<file path="config.mk">
export PLATFORM = sky130hd
export DESIGN_NAME = hierarchy_request_arbiter_flat
export DESIGN_NICKNAME = d
export VERILOG_FILES = /design/src/rtl/hierarchy_request_arbiter_if.sv /design/src/rtl/hierarchy_request_arbiter.sv /design/src/flat_wrapper.sv
export SDC_FILE = /design/constraint.sdc
export NUM_CORES = 2
export LEC_CHECK = 0
export CORE_AREA = 2 2 647 649
export DETAILED_ROUTE_END_ITERATION = 12
export DIE_AREA = 0 0 649 651
export HOLD_SLACK_MARGIN = 0.05
export PLACE_DENSITY = 0.3
export REMOVE_ABC_BUFFERS = 1
export SKIP_CTS_REPAIR_TIMING = 1
export SLEW_MARGIN = 15
export SYNTH_ARGS = -nofsm -noshare
export SYNTH_HDL_FRONTEND = slang
export SYNTH_SLANG_ARGS = --single-unit
</file>
<file path="constraint.sdc">
create_clock -name clock -period 5.76 [get_ports clock]
set_input_delay 1.152 -clock clock [delete_from_list [all_inputs] [get_ports clock]]
set_output_delay 1.152 -clock clock [all_outputs]
set_load 0.03 [all_outputs]
</file>
<file path="src/rtl/hierarchy_request_arbiter_if.sv">
// rtl/hierarchy_request_arbiter_if.sv - upper-level request/response channels plus the lower-level channel
// Per-port fields are packed side by side, port p at [p*WIDTH +: WIDTH].
interface hierarchy_request_arbiter_if #(
   parameter int NUM_PORTS     = 4,
   parameter int MSG_BITS      = 3,
   parameter int ADDRESS_WIDTH = 32,
   parameter int BUS_WIDTH     = 132
);
   logic [NUM_PORTS*MSG_BITS-1:0]      req_msg;
   logic [NUM_PORTS*ADDRESS_WIDTH-1:0] req_address;
   logic [NUM_PORTS*BUS_WIDTH-1:0]     req_data;
   logic [NUM_PORTS*MSG_BITS-1:0]      resp_msg;
   logic [NUM_PORTS*ADDRESS_WIDTH-1:0] resp_address;
   logic [NUM_PORTS*BUS_WIDTH-1:0]     resp_data;
   logic [MSG_BITS-1:0]                down_msg_out;
   logic [ADDRESS_WIDTH-1:0]           down_address_out;
   logic [BUS_WIDTH-1:0]               down_data_out;
   logic [MSG_BITS-1:0]                down_msg_in;
   logic [ADDRESS_WIDTH-1:0]           down_address_in;
   logic [BUS_WIDTH-1:0]               down_data_in;

   modport slave (
      input  req_msg, req_address, req_data,
      input  down_msg_in, down_address_in, down_data_in,
      output resp_msg, resp_address, resp_data,
      output down_msg_out, down_address_out, down_data_out
   );

   modport master (
      output req_msg, req_address, req_data,
      output down_msg_in, down_address_in, down_data_in,
      input  resp_msg, resp_address, resp_data,
      input  down_msg_out, down_address_out, down_data_out
   );
endinterface

</file>
<file path="src/rtl/hierarchy_request_arbiter.sv">
// rtl/hierarchy_request_arbiter.sv - round-robin arbiter of N cache request ports onto one lower-level channel
// One transaction in flight: IDLE grants, BUSY waits for the lower level, DRAIN waits for the winner to withdraw.
module hierarchy_request_arbiter #(
   parameter int NUM_PORTS      = 4,
   parameter int MSG_BITS       = 3,
   parameter int ADDRESS_WIDTH  = 32,
   parameter int BUS_WIDTH      = 132,
   parameter int TIMEOUT_CYCLES = 1023,
   parameter int ID_BITS        = 2
) (
   input  logic                       clock,
   input  logic                       reset,
   hierarchy_request_arbiter_if.slave bus,
   output logic [ID_BITS-1:0]         grant_id,
   output logic                       busy,
   output logic                       timeout_err
);
   localparam int TIMER_BITS = $clog2(TIMEOUT_CYCLES + 1);
   localparam int MSG_ALL    = NUM_PORTS * MSG_BITS;
   localparam int ADDR_ALL   = NUM_PORTS * ADDRESS_WIDTH;
   localparam int DATA_ALL   = NUM_PORTS * BUS_WIDTH;

   typedef enum logic [1:0] {
      S_IDLE  = 2'd0,
      S_BUSY  = 2'd1,
      S_DRAIN = 2'd2
   } state_t;

   state_t                  r_state;
   state_t                  w_state_nxt;
   logic [ID_BITS-1:0]      r_last_grant, w_last_nxt;
   logic [ID_BITS-1:0]      r_grant_id, w_grant_nxt;
   logic                    r_busy, w_busy_nxt;
   logic                    r_timeout_err, w_err_nxt;
   logic [TIMER_BITS-1:0]   r_timer, w_timer_nxt;
   logic [MSG_BITS-1:0]     r_down_msg, w_down_msg_nxt;
   logic [ADDRESS_WIDTH-1:0] r_down_address, w_down_address_nxt;
   logic [BUS_WIDTH-1:0]    r_down_data, w_down_data_nxt;
   logic [MSG_ALL-1:0]      r_resp_msg, w_resp_msg_nxt;
   logic [ADDR_ALL-1:0]     r_resp_address, w_resp_address_nxt;
   logic [DATA_ALL-1:0]     r_resp_data, w_resp_data_nxt;

   logic [NUM_PORTS-1:0]    w_req_vec;
   logic                    w_any_req;
   logic                    w_found;
   logic [ID_BITS-1:0]      w_scan_idx;
   logic [ID_BITS-1:0]      w_winner;
   logic [MSG_BITS-1:0]     w_win_msg;
   logic [ADDRESS_WIDTH-1:0] w_win_address;
   logic [BUS_WIDTH-1:0]    w_win_data;
   logic                    w_grant_req;
   logic                    w_resp_valid;
   logic                    w_timer_expired;

   always_comb begin
      w_req_vec = '0;
      for (int p = 0; p < NUM_PORTS; p++) begin
         w_req_vec[p] = |bus.req_msg[p*MSG_BITS +: MSG_BITS];
      end
   end

   assign w_any_req = |w_req_vec;

   // Scan starts just after the previous owner, so the last winner has the lowest priority.
   always_comb begin
      w_found    = 1'b0;
      w_winner   = '0;
      w_scan_idx = '0;
      for (int off = 1; off <= NUM_PORTS; off++) begin
         w_scan_idx = ID_BITS'((int'(r_last_grant) + off) % NUM_PORTS);
         if (!w_found && w_req_vec[w_scan_idx]) begin
            w_found  = 1'b1;
            w_winner = w_scan_idx;
         end
      end
   end

   assign w_win_msg       = bus.req_msg[int'(w_winner)*MSG_BITS +: MSG_BITS];
   assign w_win_address   = bus.req_address[int'(w_winner)*ADDRESS_WIDTH +: ADDRESS_WIDTH];
   assign w_win_data      = bus.req_data[int'(w_winner)*BUS_WIDTH +: BUS_WIDTH];
   assign w_grant_req     = |bus.req_msg[int'(r_grant_id)*MSG_BITS +: MSG_BITS];
   assign w_resp_valid    = (bus.down_msg_in != '0);
   assign w_timer_expired = (r_timer == TIMER_BITS'(TIMEOUT_CYCLES - 1));

   always_comb begin
      w_state_nxt        = r_state;
      w_last_nxt         = r_last_grant;
      w_grant_nxt        = r_grant_id;
      w_busy_nxt         = r_busy;
      w_err_nxt          = r_timeout_err;
      w_timer_nxt        = r_timer;
      w_down_msg_nxt     = r_down_msg;
      w_down_address_nxt = r_down_address;
      w_down_data_nxt    = r_down_data;
      w_resp_msg_nxt     = r_resp_msg;
      w_resp_address_nxt = r_resp_address;
      w_resp_data_nxt    = r_resp_data;

      case (r_state)
         S_IDLE: begin
            w_down_msg_nxt     = '0;
            w_down_address_nxt = '0;
            w_down_data_nxt    = '0;
            w_resp_msg_nxt     = '0;
            w_resp_address_nxt = '0;
            w_resp_data_nxt    = '0;
            if (w_any_req) begin
               w_down_msg_nxt     = w_win_msg;
               w_down_address_nxt = w_win_address;
               w_down_data_nxt    = w_win_data;
               w_grant_nxt        = w_winner;
               w_busy_nxt         = 1'b1;
               w_timer_nxt        = '0;
               w_state_nxt        = S_BUSY;
            end
         end

         S_BUSY: begin
            // A response arriving on the expiry cycle still completes normally.
            if (w_resp_valid) begin
               w_resp_msg_nxt     = '0;
               w_resp_address_nxt = '0;
               w_resp_data_nxt    = '0;
               w_resp_msg_nxt[int'(r_grant_id)*MSG_BITS +: MSG_BITS]                = bus.down_msg_in;
               w_resp_address_nxt[int'(r_grant_id)*ADDRESS_WIDTH +: ADDRESS_WIDTH] = bus.down_address_in;
               w_resp_data_nxt[int'(r_grant_id)*BUS_WIDTH +: BUS_WIDTH]             = bus.down_data_in;
               w_down_msg_nxt     = '0;
               w_down_address_nxt = '0;
               w_down_data_nxt    = '0;
               w_state_nxt        = S_DRAIN;
            end else if (w_timer_expired) begin
               w_down_msg_nxt     = '0;
               w_down_address_nxt = '0;
               w_down_data_nxt    = '0;
               w_err_nxt          = 1'b1;
               w_last_nxt         = r_grant_id;
               w_busy_nxt         = 1'b0;
               w_state_nxt        = S_IDLE;
            end else begin
               w_timer_nxt = r_timer + TIMER_BITS'(1);
            end
         end

         S_DRAIN: begin
            if (!w_grant_req) begin
               w_resp_msg_nxt     = '0;
               w_resp_address_nxt = '0;
               w_resp_data_nxt    = '0;
               w_last_nxt         = r_grant_id;
               w_busy_nxt         = 1'b0;
               w_state_nxt        = S_IDLE;
            end
         end

         default: begin
            w_state_nxt = S_IDLE;
         end
      endcase
   end

   always_ff @(posedge clock or negedge reset) begin
      if (!reset) begin
         r_state <= S_IDLE;
      end else begin
         r_state <= w_state_nxt;
      end
   end

   always_ff @(posedge clock or negedge reset) begin
      if (!reset) begin
         r_last_grant   <= ID_BITS'(NUM_PORTS - 1);
         r_grant_id     <= '0;
         r_busy         <= 1'b0;
         r_timeout_err  <= 1'b0;
         r_timer        <= '0;
         r_down_msg     <= '0;
         r_down_address <= '0;
         r_down_data    <= '0;
         r_resp_msg     <= '0;
         r_resp_address <= '0;
         r_resp_data    <= '0;
      end else begin
         r_last_grant   <= w_last_nxt;
         r_grant_id     <= w_grant_nxt;
         r_busy         <= w_busy_nxt;
         r_timeout_err  <= w_err_nxt;
         r_timer        <= w_timer_nxt;
         r_down_msg     <= w_down_msg_nxt;
         r_down_address <= w_down_address_nxt;
         r_down_data    <= w_down_data_nxt;
         r_resp_msg     <= w_resp_msg_nxt;
         r_resp_address <= w_resp_address_nxt;
         r_resp_data    <= w_resp_data_nxt;
      end
   end

   assign bus.down_msg_out     = r_down_msg;
   assign bus.down_address_out = r_down_address;
   assign bus.down_data_out    = r_down_data;
   assign bus.resp_msg         = r_resp_msg;
   assign bus.resp_address     = r_resp_address;
   assign bus.resp_data        = r_resp_data;
   assign grant_id             = r_grant_id;
   assign busy                 = r_busy;
   assign timeout_err          = r_timeout_err;
endmodule

</file>
<file path="src/flat_wrapper.sv">
// flat-port wrapper written by rule: the top's interface ports become plain ports
module hierarchy_request_arbiter_flat 
#(
   parameter int NUM_PORTS      = 4,
   parameter int MSG_BITS       = 3,
   parameter int ADDRESS_WIDTH  = 32,
   parameter int BUS_WIDTH      = 132,
   parameter int TIMEOUT_CYCLES = 1023,
   parameter int ID_BITS        = 2
)
  (clock, reset, grant_id, busy, timeout_err, bus_req_msg, bus_req_address, bus_req_data, bus_down_msg_in, bus_down_address_in, bus_down_data_in, bus_resp_msg, bus_resp_address, bus_resp_data, bus_down_msg_out, bus_down_address_out, bus_down_data_out);
  hierarchy_request_arbiter_if #(.NUM_PORTS(NUM_PORTS), .MSG_BITS(MSG_BITS), .ADDRESS_WIDTH(ADDRESS_WIDTH), .BUS_WIDTH(BUS_WIDTH)) bus_i ();
  input  logic clock;
  input  logic reset;
  output logic [ID_BITS-1:0] grant_id;
  output logic busy;
  output logic timeout_err;
  input wire logic [$bits(bus_i.req_msg)-1:0] bus_req_msg;
  input wire logic [$bits(bus_i.req_address)-1:0] bus_req_address;
  input wire logic [$bits(bus_i.req_data)-1:0] bus_req_data;
  input wire logic [$bits(bus_i.down_msg_in)-1:0] bus_down_msg_in;
  input wire logic [$bits(bus_i.down_address_in)-1:0] bus_down_address_in;
  input wire logic [$bits(bus_i.down_data_in)-1:0] bus_down_data_in;
  output wire logic [$bits(bus_i.resp_msg)-1:0] bus_resp_msg;
  output wire logic [$bits(bus_i.resp_address)-1:0] bus_resp_address;
  output wire logic [$bits(bus_i.resp_data)-1:0] bus_resp_data;
  output wire logic [$bits(bus_i.down_msg_out)-1:0] bus_down_msg_out;
  output wire logic [$bits(bus_i.down_address_out)-1:0] bus_down_address_out;
  output wire logic [$bits(bus_i.down_data_out)-1:0] bus_down_data_out;
  assign bus_i.req_msg = bus_req_msg;
  assign bus_i.req_address = bus_req_address;
  assign bus_i.req_data = bus_req_data;
  assign bus_i.down_msg_in = bus_down_msg_in;
  assign bus_i.down_address_in = bus_down_address_in;
  assign bus_i.down_data_in = bus_down_data_in;
  assign bus_resp_msg = bus_i.resp_msg;
  assign bus_resp_address = bus_i.resp_address;
  assign bus_resp_data = bus_i.resp_data;
  assign bus_down_msg_out = bus_i.down_msg_out;
  assign bus_down_address_out = bus_i.down_address_out;
  assign bus_down_data_out = bus_i.down_data_out;
  hierarchy_request_arbiter #(.NUM_PORTS(NUM_PORTS), .MSG_BITS(MSG_BITS), .ADDRESS_WIDTH(ADDRESS_WIDTH), .BUS_WIDTH(BUS_WIDTH), .TIMEOUT_CYCLES(TIMEOUT_CYCLES), .ID_BITS(ID_BITS)) u_core (.clock(clock), .reset(reset), .bus(bus_i), .grant_id(grant_id), .busy(busy), .timeout_err(timeout_err));
endmodule
</file>
== After elaboration in Yosys (flattened, before gate mapping) ==
Index checks and enable logic that the tools add are counted.
W data, S select, Z words.
Cells by class
  add/subtract/negate cells: 8
  multipliers: 4
  reduce and logical (&&, ||, !) cells: 25
  mux-type cells: 54
  shift-type cells: 10
  $lt $le $gt $ge: 4
  equal/unequal tests: 10
  bitwise logic cells: 4
Operators with widths (count)
  $pmux W528 S3: 1
  $mux W528: 2
  $and A528 B528 Y528: 1
  $shift A132 B33 Y528 const A: 1
  $shiftx A132 B33 Y528: 1
  $shiftx A528 B32 Y132: 1
  $mux W132: 3
  $pmux W128 S3: 1
  $pmux W132 S2: 1
  $mux W128: 2
  $and A128 B128 Y128: 1
  $shift A32 B33 Y128 const A: 1
  $shiftx A128 B8 Y32: 1
  $shiftx A32 B33 Y128: 1
  $mux W32: 3
  $neg A32 Y33: 2
  $pmux W32 S2: 1
  $shiftx A12 B32 Y3: 2
  $pmux W12 S3: 1
  $neg A7 Y33: 1
  $shift A3 B33 Y12 const A: 1
  $shiftx A3 B33 Y12: 1
  $mux W10: 3
  $mux W12: 2
  34 further kinds: 84
Word-level totals
  output and inout port bits: 839
  flip-flop bits (word level): 853
  word-level logic and storage cells: 131

== Logic depth before layout (Yosys ltp) ==
  word-level depth: 17
  mapped depth: 13
  gate-level depth less buffers: 8

== Worst setup path before layout ==
OpenSTA, ideal clock, no wires.
  path type: register to register
  from: register u_core.r_grant_id[0] (netlist: u_core.grant_id[0])
  to: register u_core.r_resp_address[100] (netlist: u_core.bus.resp_address[100])
  path buffers: 6
  arrival: 3585 ps
  library setup time: 83 ps
  stages on the path, launching flop included: 12
  path slack: 2093 ps
  path through: dfrtp_1 -> inv_2 -> clkbuf_1 -> clkbuf_1 -> ha_1 -> clkbuf_1 -> clkbuf_1 -> clkbuf_1 -> nor4_1 -> clkbuf_1 -> nand2_1 -> o21ai_0
On the way
  word-level cells in the longest chain between the ends: 5
RTL lines
  start: declaration: line hierarchy_request_arbiter.sv:32  | logic [ID_BITS-1:0] r_grant_id, w_grant_nxt;
  start signal: assignment: line hierarchy_request_arbiter.sv:184  | r_grant_id <= w_grant_nxt;
  $neg A7 Y33 / $mul A2 B2 Y4 (equally long branches): line hierarchy_request_arbiter.sv:125, hierarchy_request_arbiter.sv:81
  $shiftx A32 B33 Y128 (tied with other cells): line hierarchy_request_arbiter.sv:125  | w_resp_address_nxt[int'(r_grant_id)*ADDRESS_WIDTH +: ADDRESS_WIDTH] = bus.down_address_in;
  $and A128 B128 Y128 (no source line) / $reduce_or A3 Y1 (equally long branches)
  $mux W128 / $ne A2 B2 Y1 (equally long branches)
  $pmux W128 S3 / $reduce_and A3 Y1 (equally long branches)
  end signal: assignment: line hierarchy_request_arbiter.sv:192  | r_resp_address <= w_resp_address_nxt;
  end: declaration: line hierarchy_request_arbiter.sv:40  | logic [ADDR_ALL-1:0] r_resp_address, w_resp_address_nxt;
Parallel ways exist; a longest one is shown, timed or not. The select of a mux whose other input is x is not followed.
A chain may end at the register's enable or synchronous reset.

== Worst setup path after layout ==
  from: register u_core.r_grant_id[0] (netlist: u_core.grant_id[0])
  to: output grant_id[0]
RTL lines
  end: declaration: line flat_wrapper.sv:15  | output logic [ID_BITS-1:0] grant_id;
No word-level cell between the ends.

==> key figures <==
Worst setup path
  • Critical path capture point type: output port
  • R2R Path End: u_core.bus.resp_data[106]$_DFFE_PN0P_
  • Worst r2r src: u_core.grant_id[0]$_DFFE_PN0P_
  • Worst EP required: approximately 4.6 ns
  • Crit Path Class: flop to output port
  • R2r setup slk: 1.68 ns
  • Crit Path Max Fanout: 82
  • Critical path launch point type: flop
  • Arrival time worst endpoint: 3.04 ns
  • R2R depth: 9

Synth
  • EDFF count, synth: 0
  • Post-Syn Area per Cell: ~9.2 um2
  • Most frequently used flop master after synthesis: dfrtp_1
  • Register area share after synthesis: 50.89%
  • Synth warn: 0
  • Netlist Area Pre-Place: 41,950 um2
  • Yosys cell types: 65
  • Syn Inst Count: 4,572
  • Async SR Flop Fraction: between 90% and 100%
  • Register bit total from synthesis: between 800 and 900

Floorplanning
  • Die Height: about 650 um
  • Core ar.: roughly 420,000 um2
  • Die width: 649 um
  • Row cnt: 237
  • Effective utilization at floorplan: slightly above 10%
  • Die area: roughly 420,000 um2
  • # IOs: 1,676

Layout
  • Layout cells sized above 1: between 8 and 9%
  • Area grow syn2layout: 66.74%
  • Layout filler cell count: 46,520
  • Post-route cell area: 69,940 um2
  • Core Util, Final: about 17%
  • Layout net count: 6,958

Timing
  • Setup violations, final: 0
  • Hold_ws: about 0.41 ns
  • Slew headroom: 14.48%
  • Setup TNS: 0 ns
  • Fin crit share: 72.82%
  • Unrepaired setup endpoints after global routing: no
  • Max-slew violations: 0
  • Max Clock Freq: 0.2384 GHz
  • Worst Tran Pin Value: around 1.3 ns
  • Tmin final: 4.194 ns
  • Final count of hold timing violations: 0
  • Clock Skew: roughly 0.040 ns

GRT
  • All-Layer GR Usage: ~15%
  • Antenna violations before repair: 147
  • First-pass GRT wire length: ~440 mm
  • Vias in the first global route: 44,970
  • Largest net degree at the start of global routing: 216
  • Gr ovfl total: 0

Pwr
  • Power Total: about 34 mW
  • Leak: 27.65 nW
  • Peak supply drop: 0.4284 mV
  • Pwr Density: just under 500 nW/um2

Job
  • Max-cap viol count: 0

Route
  • Routed wire length: 338.9 mm
  • DRT Pass-1 Iters: 6
  • Avg WL per Cell: 28.83 um
  • Via-per-instance ratio: approximately 3.7
  • DR DRC count: 0
  • Via Count: 43,270
  • Initial drt markers: 2,845
  • Routed Antenna Nets: 0

Clock tree
  • Buffer levels on the longest clock path: 4
  • Skew-Pair Late Insertion Delay: 0.81 ns
  • CTS tree: yes
  • H-tree depth: 4
  • CTS Buf Count: 134
  • # clock sinks: 853
  • Clock root cell: clkbuf_16
  • Reg clk slew, reported paths: 0.06 ns

Placement
  • Buffers added on ports: about 1,700
  • Placement Cell Area: 65,260 um2
  • Gp weighted congestion: 0.8892
  • HPWL Detailed: about 270 mm

Min path
  • Type of the worst min-delay path: input pin to async pin

Status
  • Outcome: finished, final reports clean
## cell type report
class                   count  area, um2  area share [%]
multi-input cells        3303      18830           26.92
repair buffers           1810      18170           25.97
clock inverters            52      669.4          0.9570
clock buffers             184       3894           5.567
diodes                     49      122.6          0.1753
inverters                   8      35.03         0.05009
well taps                5497       6878           9.833
flip-flops and latches    853      21350           30.53
## logic make-up (layout without fill, tap and decap cells)
logic type | Yosys count | in the layout | share of synthesized area (%)
other | 0 | 49 | 0
buffers and inverters | 416 | 2054 | 4.477
AO/OA/AOI/OAI | 1404 | 1404 | 21.51
AND/OR/NAND/NOR | 1666 | 1666 | 16.59
multiplexers | 215 | 215 | 6.058
XOR/XNOR | 7 | 7 | 0.1462
adder cells (fa/ha/maj) | 11 | 11 | 0.3281
flip-flops | 853 | 853 | 50.89
## cells in the final DEF, fill, tap and decap left out, types with 7 or more instances in the layout
cell type        Yosys  routed
o31ai_1            142     141
clkbuf_1           299      17
mux2i_1            174     174
buf_12              10      31
nor2_1             142     139
buf_4                0     106
diode_2              0      49
clkbuf_16            0     136
o21ai_0            294     294
nor2b_1             11      11
nand2b_1           107     106
o21ai_1             50      50
dfrtp_1            851     850
a22o_1             272     272
inv_1                7       7
clkdlybuf4s50_1      0    1672
o22ai_1             25      24
mux2_2              11      11
nand2_1           1168    1166
a31oi_1             13      13
a22oi_1             11      11
o41ai_1              8       8
a2bb2oi_1            8       8
mux4_2              30      30
ha_1                11       8
o21ai_2             90      90
and3_1              12      10
or3_1                7       7
nand3_1            176     176
bufinv_16            0      11
clkbuf_8             0      31
clkinv_2             0      24
nor3_1               7       7
a21oi_1            456     456
## flip-flops by register name (all words and copies together) (netlist names)
signal and cells:
u_core.bus.down_data_out 132, u_core.bus.resp_msg 12, u_core.timeout_err 1, u_core.bus.resp_address 128, u_core.r_last_grant 2, u_core.bus.down_address_out 32, u_core.bus.resp_data 528, u_core.grant_id 2
u_core.busy 1, u_core.r_timer 10, u_core.bus.down_msg_out 3, u_core.r_state 2
## Yosys cell counts, types with 10 or more instances
cell | count | share of area, %
a21oi_1 | 456 | 5.4
nand2b_1 | 107 | 1.6
a31oi_1 | 13 | 0.19
nor2_1 | 142 | 1.3
o21ai_0 | 294 | 3.5
nand3_1 | 176 | 2.1
buf_2 | 75 | 0.89
mux2i_1 | 174 | 4.2
o22ai_1 | 25 | 0.37
clkbuf_1 | 299 | 2.7
mux4_2 | 30 | 1.6
mux2_2 | 11 | 0.30
a22oi_1 | 11 | 0.20
nand2_1 | 1168 | 10
ha_1 | 11 | 0.33
and3_1 | 12 | 0.18
o21ai_1 | 50 | 0.60
nor2b_1 | 11 | 0.16
buf_12 | 10 | 0.48
buf_1 | 16 | 0.14
dfrtp_1 | 851 | 51
a22o_1 | 272 | 5.7
o31ai_1 | 142 | 2.5
o21ai_2 | 90 | 1.9
## worst max-delay path: stages, from the launching register on
cell and delay, ns:
dfrtp_4 0.72, buf_12 0.41, clkdlybuf4s50_1 0.84
## power breakdown
part           internal (mW)  switching [mW]  leakage [nW]
logic                   5.42            12.6          13.7
registers               6.82           0.614          11.7
clock network           5.25            3.54          2.25
## worst max-delay path by stage
| stage | start | end | slack, ns | cells after the start |
|---|---|---|---|---|
| floorplan | u_core.grant_id[0]$_DFFE_PN0P_ | u_core.bus.resp_data[396]$_DFFE_PN0P_ | -15.57 | 4 |
| global placement | bus_req_msg[11] | u_core.bus.down_data_out[15]$_DFFE_PN0P_ | 1.06 | 8 |
| detailed placement | bus_req_msg[11] | u_core.bus.down_data_out[15]$_DFFE_PN0P_ | 0.94 | 8 |
| CTS | u_core.grant_id[0]$_DFFE_PN0P_ | grant_id[0] | 1.46 | 2 |
| global route | u_core.grant_id[0]$_DFFE_PN0P_ | grant_id[0] | 1.44 | 2 |
| finish | u_core.grant_id[0]$_DFFE_PN0P_ | grant_id[0] | 1.57 | 2 |
## metal layers
layer	vias up	track usage [%]	wire, um
li1	19190	-	-
met4	38	6.318	15560
met3	522	3.767	20230
met5	-	0	239
met2	1719	28.95	180100
met1	21800	16.31	122800
## stage by stage
stage	worst slack (ns)	std cells
floorplan	-15.57	4164
global placement	1.064	11470
detailed placement	0.9403	11470
CTS	1.458	11710
global route	1.436	11750
finish	1.566	11760
Note: power is estimated with default switching activity, not from simulation.
